### config.mk
export PLATFORM = sky130hd
export DESIGN_NAME = psram_rr_arbiter
export DESIGN_NICKNAME = d
export VERILOG_FILES = /design/src/rtl/psram_rr_arbiter.sv
export SDC_FILE = /design/constraint.sdc
export NUM_CORES = 1
export LEC_CHECK = 0
export ABC_CLOCK_PERIOD_IN_PS = 2800
export CAP_MARGIN = 15
export CORE_ASPECT_RATIO = 1.75
export CORE_MARGIN = 5
export CORE_UTILIZATION = 39
export CTS_BUF_LIST = sky130_fd_sc_hd__clkbuf_16
export DETAILED_ROUTE_END_ITERATION = 10
export PLACE_DENSITY = 0.8
export SYNTH_ARGS = -nofsm -noshare
export SYNTH_HDL_FRONTEND = slang
export SYNTH_SLANG_ARGS = --single-unit
### constraint.sdc
create_clock -name clk -period 2.8 [get_ports clk]
set_clock_uncertainty 0.2 [all_clocks]
set_input_delay 0.56 -clock clk [delete_from_list [all_inputs] [get_ports clk]]
set_output_delay 0.56 -clock clk [all_outputs]
set_load 0.005 [all_outputs]
### src/rtl/psram_rr_arbiter.sv
// Round-robin arbiter sharing one PSRAM controller between NUM_REQ layer engines.
// One single-word transaction at a time, with a watchdog on the controller's done.
module psram_rr_arbiter #(
   parameter int NUM_REQ        = 3,
   parameter int ADDR_WIDTH     = 24,
   parameter int DATA_WIDTH     = 32,
   parameter int TIMEOUT_CYCLES = 4096
) (
   input  logic                            clk,
   input  logic                            rst_n,
   input  logic [NUM_REQ-1:0]              req,
   input  logic [NUM_REQ-1:0]              req_rd_wr,
   input  logic [NUM_REQ*ADDR_WIDTH-1:0]   req_addr,
   input  logic [NUM_REQ*DATA_WIDTH-1:0]   req_wdata,
   input  logic [NUM_REQ*3-1:0]            req_size,
   output logic [NUM_REQ-1:0]              gnt,
   output logic [NUM_REQ-1:0]              req_done,
   output logic [DATA_WIDTH-1:0]           rdata,
   output logic [ADDR_WIDTH-1:0]           ctrl_addr,
   output logic [DATA_WIDTH-1:0]           ctrl_wdata,
   output logic [2:0]                      ctrl_size,
   output logic                            ctrl_rd_wr,
   output logic                            ctrl_start,
   input  logic [DATA_WIDTH-1:0]           ctrl_rdata,
   input  logic                            ctrl_done,
   output logic                            busy,
   output logic                            timeout_err
);

   localparam int IDX_W = (NUM_REQ > 1) ? $clog2(NUM_REQ) : 1;
   localparam int WD_W  = $clog2(TIMEOUT_CYCLES);

   typedef enum logic [1:0] {ST_IDLE, ST_ISSUE, ST_WAIT, ST_RESP} state_e;

   state_e                 state_q;
   logic [IDX_W-1:0]       ptr_q;
   logic [IDX_W-1:0]       win_q;
   logic [WD_W-1:0]        wd_q;
   logic [NUM_REQ-1:0]     gnt_q;
   logic [NUM_REQ-1:0]     req_done_q;
   logic [DATA_WIDTH-1:0]  rdata_q;
   logic [ADDR_WIDTH-1:0]  ctrl_addr_q;
   logic [DATA_WIDTH-1:0]  ctrl_wdata_q;
   logic [2:0]             ctrl_size_q;
   logic                   ctrl_rd_wr_q;
   logic                   ctrl_start_q;
   logic                   busy_q;
   logic                   timeout_err_q;

   logic                   win_vld_d;
   logic [IDX_W-1:0]       win_idx_d;
   logic [IDX_W:0]         cand_d;
   logic [NUM_REQ-1:0]     win_oh_d;
   logic [ADDR_WIDTH-1:0]  sel_addr_d;
   logic [DATA_WIDTH-1:0]  sel_wdata_d;
   logic [2:0]             sel_size_d;
   logic                   sel_rd_wr_d;
   logic [IDX_W-1:0]       ptr_nxt_d;
   logic                   wd_expire_d;

   // Search from the pointer upward with wrap; the first set bit wins.
   // NOTE: every variable assigned in always_comb gets a default first, otherwise a latch is inferred.
   always_comb begin
      win_vld_d = 1'b0;
      win_idx_d = '0;
      cand_d    = '0;
      for (int k = 0; k < NUM_REQ; k++) begin
         cand_d = {1'b0, ptr_q} + (IDX_W+1)'(k);
         if (cand_d >= (IDX_W+1)'(NUM_REQ)) cand_d = cand_d - (IDX_W+1)'(NUM_REQ);
         if (!win_vld_d && req[cand_d[IDX_W-1:0]]) begin
            win_vld_d = 1'b1;
            win_idx_d = cand_d[IDX_W-1:0];
         end
      end
   end

   always_comb begin
      win_oh_d    = '0;
      sel_addr_d  = '0;
      sel_wdata_d = '0;
      sel_size_d  = '0;
      sel_rd_wr_d = 1'b0;
      for (int i = 0; i < NUM_REQ; i++) begin
         if (win_idx_d == IDX_W'(i)) begin
            win_oh_d[i] = 1'b1;
            sel_addr_d  = req_addr[i*ADDR_WIDTH +: ADDR_WIDTH];
            sel_wdata_d = req_wdata[i*DATA_WIDTH +: DATA_WIDTH];
            sel_size_d  = req_size[i*3 +: 3];
            sel_rd_wr_d = req_rd_wr[i];
         end
      end
   end

   assign ptr_nxt_d   = (win_q == IDX_W'(NUM_REQ-1)) ? '0 : win_q + 1'b1;
   // The counter starts at 0 in the first WAIT cycle; expiry fires when its next value would be TIMEOUT_CYCLES-1.
   assign wd_expire_d = (wd_q == WD_W'(TIMEOUT_CYCLES-2));

   // NOTE: sequential state uses non-blocking assignments so every register samples pre-edge values.
   always_ff @(posedge clk) begin
      if (!rst_n) begin
         state_q       <= ST_IDLE;
         ptr_q         <= '0;
         win_q         <= '0;
         wd_q          <= '0;
         gnt_q         <= '0;
         req_done_q    <= '0;
         rdata_q       <= '0;
         ctrl_addr_q   <= '0;
         ctrl_wdata_q  <= '0;
         ctrl_size_q   <= 3'b010;
         ctrl_rd_wr_q  <= 1'b0;
         ctrl_start_q  <= 1'b0;
         busy_q        <= 1'b0;
         timeout_err_q <= 1'b0;
      end else begin
         req_done_q   <= '0;
         ctrl_start_q <= 1'b0;
         case (state_q)
            ST_IDLE: begin
               if (win_vld_d) begin
                  state_q      <= ST_ISSUE;
                  busy_q       <= 1'b1;
                  gnt_q        <= win_oh_d;
                  win_q        <= win_idx_d;
                  ctrl_addr_q  <= sel_addr_d;
                  ctrl_wdata_q <= sel_wdata_d;
                  ctrl_size_q  <= sel_size_d;
                  ctrl_rd_wr_q <= sel_rd_wr_d;
                  ctrl_start_q <= 1'b1;
               end
            end
            ST_ISSUE: begin
               state_q <= ST_WAIT;
               wd_q    <= '0;
            end
            ST_WAIT: begin
               if (ctrl_done) begin
                  if (ctrl_rd_wr_q) rdata_q <= ctrl_rdata;
                  req_done_q <= gnt_q;
                  state_q    <= ST_RESP;
               end else if (wd_expire_d) begin
                  timeout_err_q <= 1'b1;
                  req_done_q    <= gnt_q;
                  state_q       <= ST_RESP;
               end else begin
                  wd_q <= wd_q + 1'b1;
               end
            end
            ST_RESP: begin
               gnt_q   <= '0;
               busy_q  <= 1'b0;
               ptr_q   <= ptr_nxt_d;
               state_q <= ST_IDLE;
            end
            default: state_q <= ST_IDLE;
         endcase
      end
   end

   assign gnt         = gnt_q;
   assign req_done    = req_done_q;
   assign rdata       = rdata_q;
   assign ctrl_addr   = ctrl_addr_q;
   assign ctrl_wdata  = ctrl_wdata_q;
   assign ctrl_size   = ctrl_size_q;
   assign ctrl_rd_wr  = ctrl_rd_wr_q;
   assign ctrl_start  = ctrl_start_q;
   assign busy        = busy_q;
   assign timeout_err = timeout_err_q;

endmodule

==> run summary <==
The flow ran to the end, and the final reports show no timing, DRC or antenna violations. For this run, design rule violations remaining after detail routing come to 0. Global routing finished with a remaining overflow of 0. The average cell area after synthesis is 8.41 µm². The required arrival time at the worst endpoint came out at 2.89 ns. The first global-routing pass estimated 33300 µm of wire. The aggregate routed wire length is 22200 µm, and the number of instances in the synthesized netlist is 677. The logs give 371 for the initial detailed-routing violation count and 7.80 mW for the overall power consumption. For the post-route antenna net violation count, the log shows 0.

For the overall via count from detail_route, the log shows 6475. Once layout is done, the placed cells without fillers occupy 9900 µm². The clock reaches the later pin of the worst-skew pair after 0.40 ns. The floorplan has 58 rows. Sorting the synthesized cells by area gives the leading types as dfxtp_1, nand2_1, a32oi_1, a21oi_1, a41oi_1.

The y dimension of the die was 170 µm; the reg2reg setup slack was 0.15 ns. Buffers inserted during clock tree synthesis total 17. The endpoint identified for the worst register-to-register timing path is ctrl_wdata[21]$_SDFFE_PN0P_. The die extent in x came out at 101 µm. Timing would allow up to 375 MHz. The startpoint kind of the worst setup timing path was an input port.

The count of cells along the worst hold path works out to 2. TritonCTS built the clock tree. Setup repair after global routing left no endpoint under its margin. Synthesized area: 5690 µm². Compared with the post-synthesis result, the final layout area differs by 73.8%. The total of hold buffers inserted after clock tree synthesis came out at 0.

After floorplanning, the core was sized to cover 14400 µm². The repair_antennas step left the layout with diodes totalling 0. 319 I/O pins were placed. The number of enable-type register cells in the synthesized netlist came out at 0. The post-placement cell count came out at 1155. Number of antenna violations at the first check in global routing: 0.

Worst setup path category: in2reg. For the worst setup path, the data arrival time is 2.75 ns. The worst setup path is captured at a flip-flop.

The total global-route track usage is 0.245, and the static leakage is 3.69 nW. Synthesis instantiated 51 different standard cells from the library. Among all flip-flop cells after synthesis, the most frequent one is dfxtp_1.

The first TritonRoute pass finished after 5 iterations. The cell taking the most area after synthesis was dfxtp_1. The fraction of layout cells with a size suffix above 1 is 0.0863. During synthesis, Yosys emitted a total of 0 warnings. The clock period could shrink to 2.66 ns. For the final-report max-slew violation count, the log shows 0.

The tools report the total half-perimeter wirelength after legalization and detailed placement as 16600 µm. The floorplan die area is 17200 µm². The class of the worst hold path was reg2reg.

Across the VDD grid, the largest voltage drop is 0.424 mV. The number of buffer cells added on primary ports works out to 318. The tree is rooted in a clkbuf_16. The detail-routed via count per cell is 5.45, and the sink count of the clock tree is 119. The effective utilization at floorplan was 0.396; the area share of the leading cell type in the synthesized netlist was 0.418.

The run gives 0 as the number of maximum-capacitance violations. Setup violations remaining at the end of the flow were counted as 0. The number of cells on the worst reg-to-reg path is 11.

In this run the deepest clock path goes through 2 buffers. The finished layout holds 1188 standard cells, fillers aside. Dividing the detail-routed wire length by the instance count gives 18.7 µm. For the net count of the mapped netlist, the log shows 906. At the end of routability-driven placement, the weighted congestion stood at 0.923. For this run, the post-layout net count is 1225.

The worst hold path begins at rdata[1]$_SDFFE_PN0P_. The portion of the clock cycle consumed by the worst path in the final layout is 0.952. The slew at the pin closest to its max-slew limit works out to 0.703 ns. In this run the critical register-to-register path is launched from ptr_q[0]$_SDFFE_PN0P_. The tools report the endpoint of the worst hold-timing path as rdata[1]$_SDFFE_PN0P_. The number of global-route vias before repair is 6505, and the largest net degree at the start of global routing is 74.

The worst slew slack as a fraction of its limit is 0.531. The number of H-tree levels was 4; the largest fanout of any net on the critical path was 19. Share of synthesized registers carrying an async set or reset: 0.

After clock tree synthesis, the clock-pin slew on the worst setup and hold paths is 0.05 ns. In this run the power density over the cells is 788 nW/µm². Once placement finished, the instance area stood at 9250 µm². The flip-flop and latch count after synthesis was 119. The number of hold violations in the final report is 0. The run gives 0.418 as the portion of the post-synthesis area used by sequential elements.
## state kept, by name, indices dropped and copies added (netlist names)
name and count:
win_q 2, timeout_err 1, busy 1, ctrl_size 3, ctrl_wdata 32, ctrl_addr 24, rdata 32, gnt 3
req_done 3, ptr_q 2, wd_q 12, state_q 2, ctrl_rd_wr 1, ctrl_start 1
## metal layers
layer | GRT usage | vias up | routed length [µm]
met2 | 0.422 | 316 | 11200
met3 | 0.0636 | 72 | 1830
met5 | 0 | - | 0
li1 | - | 3123 | -
met4 | 0.139 | 0 | 1320
met1 | 0.269 | 2964 | 7870
## cell usage in the layout (no fill, tap or decap), drive strengths merged, types with 7 or more instances in the layout
cell type	count
a21oi	77
a32oi	60
a41oi	35
and2	7
buf	43
clkbuf	18
clkdlybuf4s50	317
clkinv	8
dfxtp	119
ha	11
inv	12
mux2i	26
nand2	157
nor2	26
o21ai	28
## worst max-delay path, cell delays in order
cell and delay, ns:
clkdlybuf4s50_1 0.55, a22o_1 0.18, a211oi_2 0.05, buf_4 0.16, o41ai_4 0.37, buf_4 0.18
a211oi_4 0.07, buf_4 0.15, clkbuf_16 0.18, a32oi_1 0.22, nand2_1 0.08
## cells in the mapped netlist, types with 6 or more instances
cell      number
a21oi_1       77
a32oi_1       60
a41oi_1       35
and2_1         7
buf_2         14
clkbuf_1      39
dfxtp_1      119
ha_1          11
inv_1         10
mux2i_1       26
nand2_1      157
nand3_1        6
nor2_1        25
o21ai_1       25
xor2_1         6
## kinds of logic (layout without fill, tap and decap cells)
| kind of cell | Yosys count | count (layout) | synth area share |
|---|---|---|---|
| flops | 119 | 119 | 0.418 |
| mux | 27 | 27 | 0.0477 |
| xor+xnor | 9 | 9 | 0.0138 |
| buf+inv | 72 | 403 | 0.0607 |
| fa+ha+maj | 11 | 11 | 0.0242 |
| simple gates | 219 | 219 | 0.162 |
| compound gates | 220 | 220 | 0.273 |
## area by class of cell
| cell class | instances | area, µm² |
|---|---|---|
| Sequential cell | 119 | 2380 |
| Clock inverter | 14 | 143 |
| Timing Repair Buffer | 361 | 3640 |
| Multi-Input combinational cell | 486 | 3030 |
| Clock buffer | 17 | 425 |
| Fill cell | 1172 | 4470 |
| Inverter | 11 | 41.3 |
| Tap cell | 180 | 225 |
## how the worst max path moves through the flow
stage	slack [ns]	cells after the start	end	startpoint
6_report	0.14	11	ctrl_wdata[21]$_SDFFE_PN0P_	req[2]
5_1_grt	0.008	12	ctrl_wdata[0]$_SDFFE_PN0P_	ptr_q[1]$_SDFFE_PN0P_
4_1_cts	0.05	9	ctrl_addr[21]$_SDFFE_PN0P_	ptr_q[1]$_SDFFE_PN0P_
3_5_place_dp	-0.29	8	ctrl_addr[21]$_SDFFE_PN0P_	req[2]
3_3_place_gp	-0.23	8	ctrl_addr[18]$_SDFFE_PN0P_	req[2]
2_1_floorplan	0.37	10	ctrl_addr[23]$_SDFFE_PN0P_	ptr_q[0]$_SDFFE_PN0P_
## power breakdown
group	switching, mW	internal [mW]
clock	0.750	1.37
sequential	0.264	2.13
combinational	1.55	1.74
## repair_timing
item / 4_1_cts / 5_1_grt
endpoints found under the setup margin: 1 / 32
buffers inserted: 0 / 1
resized for setup: 1 / 9
pin swaps: 0 / 1
cloned: 0 / 1
## through the flow
stage / setup TNS (ns) / utilization / hold WS (ns) / setup slack [ns]
2_1_floorplan: 0 / - / 0.249 / 0.373
3_3_place_gp: -8.79 / 0.644 / 0.241 / -0.235
3_5_place_dp: -10.67 / 0.644 / 0.245 / -0.290
4_1_cts: 0 / 0.683 / 0.253 / 0.0511
5_1_grt: 0 / 0.689 / 0.273 / 0.00815
6_report: 0 / 0.689 / 0.250 / 0.135
No activity file was read; power rests on OpenSTA's default activity.
